==> src/rtl/arrhythmia_frame_sequencer_pkg.sv <==
// Shared defaults and FSM encoding for the arrhythmia classifier front/back-end sequencer.
package arrhythmia_frame_sequencer_pkg;

    localparam int BITSIZE_DEF      = 16;
    localparam int N_FEAT_DEF       = 10;
    localparam int PIPE_LATENCY_DEF = 24;
    localparam int CNT_W_DEF        = 16;

    // Encoding 2'd3 is unreachable and is treated as FILL by the sequencer.
    typedef enum logic [1:0] {
        ST_FILL = 2'd0,
        ST_WAIT = 2'd1,
        ST_HOLD = 2'd2
    } state_t;

endpackage

==> src/rtl/arrhythmia_frame_sequencer_sm_gt.sv <==
// Sign-magnitude greater-than: a_gt_b = (a > b), with +0 and -0 treated as equal.
module arrhythmia_sm_gt #(
    parameter int BITSIZE = 16
) (
    input  logic [BITSIZE-1:0] a,
    input  logic [BITSIZE-1:0] b,
    output logic               a_gt_b
);

    localparam int M = BITSIZE - 1;

    logic [M-1:0] mag_a, mag_b;
    logic         neg_a, neg_b;

    assign mag_a = a[M-1:0];
    assign mag_b = b[M-1:0];
    // A zero magnitude counts as non-negative, so -0 compares equal to +0.
    assign neg_a = a[M] && (mag_a != '0);
    assign neg_b = b[M] && (mag_b != '0);

    always_comb begin
        a_gt_b = 1'b0;
        case ({neg_a, neg_b})
            2'b01:   a_gt_b = 1'b1;
            2'b10:   a_gt_b = 1'b0;
            2'b00:   a_gt_b = (mag_a > mag_b);
            default: a_gt_b = (mag_a < mag_b);
        endcase
    end

endmodule

==> src/rtl/arrhythmia_frame_sequencer.sv <==
// Packs serial samples into the classifier input vector, waits out the pipeline latency,
// captures y and offers the class decision on a valid/ready handshake.
module arrhythmia_frame_sequencer
    import arrhythmia_frame_sequencer_pkg::*;
#(
    parameter int BITSIZE      = BITSIZE_DEF,
    parameter int N_FEAT       = N_FEAT_DEF,
    parameter int PIPE_LATENCY = PIPE_LATENCY_DEF,
    parameter int CNT_W        = CNT_W_DEF
) (
    input  logic                      clk,
    input  logic                      reset,
    input  logic [BITSIZE-1:0]        s_data,
    input  logic                      s_valid,
    output logic                      s_ready,
    output logic [BITSIZE*N_FEAT-1:0] x_out,
    input  logic [2*BITSIZE-1:0]      y_in,
    output logic                      res_valid,
    input  logic                      res_ready,
    output logic [2*BITSIZE-1:0]      res_y,
    output logic                      res_class,
    output logic [CNT_W-1:0]          frame_cnt
);

    localparam int IDX_W = (N_FEAT > 1) ? $clog2(N_FEAT) : 1;
    localparam int LAT_W = $clog2(PIPE_LATENCY + 1);

    state_t                           state, next_state;
    logic [IDX_W-1:0]                 idx;
    logic [LAT_W-1:0]                 lat_cnt;
    logic [N_FEAT-1:0][BITSIZE-1:0]   shadow, frame_next;
    logic                             accept, last, capture, consume, y_gt;

    arrhythmia_sm_gt #(.BITSIZE(BITSIZE)) u_sm_gt (
        .a      (y_in[2*BITSIZE-1:BITSIZE]),
        .b      (y_in[BITSIZE-1:0]),
        .a_gt_b (y_gt)
    );

    always_ff @(posedge clk) begin
        if (reset) state <= ST_FILL;
        else       state <= next_state;
    end

    always_comb begin
        next_state = state;
        s_ready    = 1'b0;
        accept     = 1'b0;
        last       = 1'b0;
        capture    = 1'b0;
        consume    = 1'b0;
        case (state)
            ST_WAIT: begin
                if (lat_cnt == LAT_W'(PIPE_LATENCY)) begin
                    capture    = 1'b1;
                    next_state = ST_HOLD;
                end
            end
            ST_HOLD: begin
                if (res_ready) begin
                    consume    = 1'b1;
                    next_state = ST_FILL;
                end
            end
            default: begin
                next_state = ST_FILL;
                s_ready    = 1'b1;
                accept     = s_valid;
                last       = s_valid && (idx == IDX_W'(N_FEAT - 1));
                if (last) next_state = ST_WAIT;
            end
        endcase
    end

    // The last sample goes straight to x_out so the whole frame switches on one edge.
    always_comb begin
        frame_next           = shadow;
        frame_next[N_FEAT-1] = s_data;
    end

    always_ff @(posedge clk) begin
        if (reset) begin
            idx       <= '0;
            lat_cnt   <= '0;
            shadow    <= '0;
            x_out     <= '0;
            res_y     <= '0;
            res_class <= 1'b0;
            res_valid <= 1'b0;
            frame_cnt <= '0;
        end else begin
            if (accept) begin
                shadow[idx] <= s_data;
                idx         <= last ? '0 : idx + 1'b1;
            end
            if (last) begin
                x_out   <= frame_next;
                lat_cnt <= LAT_W'(1);
            end else if (state == ST_WAIT) begin
                lat_cnt <= lat_cnt + 1'b1;
            end
            if (capture) begin
                res_y     <= y_in;
                res_class <= y_gt;
                res_valid <= 1'b1;
            end
            if (consume) begin
                res_valid <= 1'b0;
                frame_cnt <= frame_cnt + 1'b1;
            end
        end
    end

endmodule

==> config.mk <==
export PLATFORM = sky130hd
export DESIGN_NAME = arrhythmia_frame_sequencer
export DESIGN_NICKNAME = d
export VERILOG_FILES = /design/src/rtl/arrhythmia_frame_sequencer_pkg.sv /design/src/rtl/arrhythmia_frame_sequencer_sm_gt.sv /design/src/rtl/arrhythmia_frame_sequencer.sv
export SDC_FILE = /design/constraint.sdc
export NUM_CORES = 1
export LEC_CHECK = 0
export ABC_CLOCK_PERIOD_IN_PS = 2500
export BUFFER_PORTS_ARGS = -buffer_cell sky130_fd_sc_hd__buf_4
export CORE_ASPECT_RATIO = 1.1
export CORE_MARGIN = 10
export CORE_UTILIZATION = 40
export DETAILED_ROUTE_END_ITERATION = 10
export PLACE_DENSITY = 0.7
export REMOVE_ABC_BUFFERS = 1
export SYNTH_ARGS = -nofsm -noshare
export SYNTH_HDL_FRONTEND = slang
export SYNTH_HIERARCHICAL = 1
export SYNTH_SLANG_ARGS = --single-unit
==> constraint.sdc <==
create_clock -name clk -period 2.5 [get_ports clk]
set_input_delay 0.5 -clock clk [delete_from_list [all_inputs] [get_ports clk]]
set_output_delay 0.5 -clock clk [all_outputs]
set_load 0.02 [all_outputs]
==> out/qor.txt <==
pre-CTS WS -> 0.194 ns
nets -> 1981
max layer used -> met4
initial DRC count -> 599
Final Slew Violations -> 0
hold_buf cts -> 0
H-tree levels -> 2
final period utilization -> 92.0%
Top delay family on crit path -> simple AND/OR/NAND/NOR gates
synth-to-layout area growth -> 24.9%
sw frac -> 22.2%
initial antenna violation count -> 0
Critical Path Max Stage Delay -> 0.49 ns
Post-Syn Area -> 0.0136 mm²
Clk pwr share -> 47.1%
Met3 Wirelength -> 3.38 mm
Tot GR Track Use -> 18.6%
vias -> 12000
maximum clock rate -> 435 MHz
Routability Congestion -> 0.959
Comb pwr share -> 3.9%
peak supply drop -> 535 µV
gr ovfl total -> 0
CP arrival -> 2.73 ns
CTS root buffer -> clkbuf_16
register area share after synthesis -> 53.8%
non-filler cells, final -> 2365
M1 WL -> 17.9 mm
Power Dens Cells -> 707 mW/mm²
most frequent cells in the layout -> nand2_1, dfxtp_1, a21oi_1
detailed-router iteration count before antenna repair -> 5
post-route ant nets -> 0
headroom to the max-slew limit -> 20.9%
IO Port Bufs -> 262
diode count -> 0
number of global-route vias before repair -> 11600
share of cells above drive strength 1 -> 18.1%
total power -> 12.0 mW
Max-Cap Viols -> 0
register area -> 0.00731 mm²
post-DP HPWL -> 27.2 mm
Post-synth EDFFs -> 0
Setup Skew -> 0.0195 ns
Critical Path Source Type -> flop
synthesized area per cell -> 7.92 µm²
final setup fails -> 0
Int Pwr -> 9.33 mW
cell count after synthesis -> 1713
dpl cells -> 2296
FP Rows -> 70
Worst R2R Setup Slack -> 0.20 ns
critical-path maximum fanout -> 22
vias per cell -> 5.06
worst setup path class -> reg2reg
share of flip-flops with an asynchronous set or reset -> 0%
die area -> 0.0417 mm²
area of the multi-input gates -> 0.00550 mm²
routed wire length -> 41.0 mm
Leak Pwr -> 6.33 nW
first-pass GRT wire length -> 63.2 mm
Buf+Inv Stages, Crit Path -> 2
Worst path slowest cell -> and3_4
number of fillers in the final layout -> 3155
Hold Vio Cnt, Final -> 0
Initial Util -> 40.7%
ys flop type -> dfxtp_1
Critical Path RT -> 2.93 ns
commonest non-fill, non-tap cell in the layout -> nand2_1
Core ar. -> 0.0334 mm²
Setup crit end kind -> flop
unrepaired setup endpoints after global routing -> no
flops & latches, synth -> 365
Ports -> 263
CTS tree -> done
crit path cell chain -> inv_1 > ha_1 > and2_1 > and3_4 > buf_4 > nand2_1 > a21oi_1
setup_tns -> 0 ns
metal2 WL -> 18.8 mm
CTS resizes -> 0
CTS Buf Count -> 39
CTS Sinks -> 365
Hold Path Class -> in2reg
final core occ -> 50.8%
drt wl/cell -> 17.3 µm
P_sw -> 2.66 mW
Distinct cells, synth -> 42
Flop pwr share -> 49.0%
Clock Tree Buf Depth -> 3
Setup Fix Bufs, Post-CTS -> 0
largest net degree at the start of global routing -> 82
Worst-Margin Slew -> 1.19 ns
setup ws final -> 0.201 ns
final worst path period need -> 2.30 ns
Ys Warns -> 6
Die Span X -> 196 µm
Clock transition at path regs -> 0.06 ns
status -> finished clean
DRC -> 0
Worst-Skew Late Latency -> 0.52 ns
Chip Height -> 213 µm
-- per-layer routing --
metal	GRT usage [%]	up-vias
met1	23.8	5636
met3	5.16	62
li1	-	5920
met2	30.1	359
met4	5.40	0
met5	0	-
-- state kept, by name, summed over array words and instances (netlist names) --
register	cells
x_out	160
frame_next	144
res_y	32
frame_cnt	16
lat_cnt	5
idx	4
state	2
res_class	1
res_valid	1
-- kinds of logic after synthesis --
| group | count (synthesis) | synth area share, % |
|---|---|---|
| xor gates and xnor gates | 18 | 1.16 |
| and+or+nand+nor | 788 | 23.1 |
| buffers and inverters | 154 | 5.81 |
| DFF | 365 | 53.8 |
| AOI/OAI and AO/OA | 361 | 13.6 |
| muxes | 3 | 0.230 |
| adders and majority gates | 24 | 2.21 |
-- through the flow --
stage | cell area [µm²] | hold slack, ns
floorplan | 12900 | 0.426
global placement | 15700 | 0.436
detailed placement | 15700 | 0.444
CTS | 17000 | 0.191
global route | 17000 | 0.200
finish | 17000 | 0.212
-- power by group through the flow --
stage,clock (mW),sequential [mW],combinational [mW]
after detailed placement,0,6.00,0.467
after global placement,0,6.00,0.459
after floorplan,0,6.00,0.134
after CTS,5.79,5.87,0.468
final,5.64,5.87,0.467
after global routing,6.00,5.88,0.508
-- Yosys cell counts, types with 12 or more instances --
cell type | instances | area share (%)
nor3_1 | 13 | 0.48
nor2_1 | 18 | 0.50
a21oi_1 | 347 | 13
buf_6 | 12 | 1.0
ha_1 | 24 | 2.2
clkbuf_1 | 56 | 1.5
buf_2 | 29 | 1.1
nor4_1 | 12 | 0.55
nand2_1 | 696 | 19
inv_1 | 22 | 0.61
buf_1 | 12 | 0.33
nand4_1 | 12 | 0.55
buf_4 | 22 | 1.2
dfxtp_1 | 365 | 54
-- worst paths after layout --
check,to,from,cells after the start
hold / removal,res_valid,res_ready,2
setup reg to reg,x_out[109],state[0],7
setup / recovery,x_out[109],state[0],7
hold reg to reg,x_out[123],frame_next[123],2
-- area by class of cell --
| class | count | area share [%] |
|---|---|---|
| clock inverters | 14 | 0.812 |
| multi-input cells | 1194 | 32.4 |
| repair buffers | 283 | 13.4 |
| flip-flops and latches | 365 | 43.1 |
| inverters | 22 | 0.487 |
| clock buffers | 55 | 6.59 |
| well taps | 432 | 3.19 |
Power figures use the tool's default switching activity.
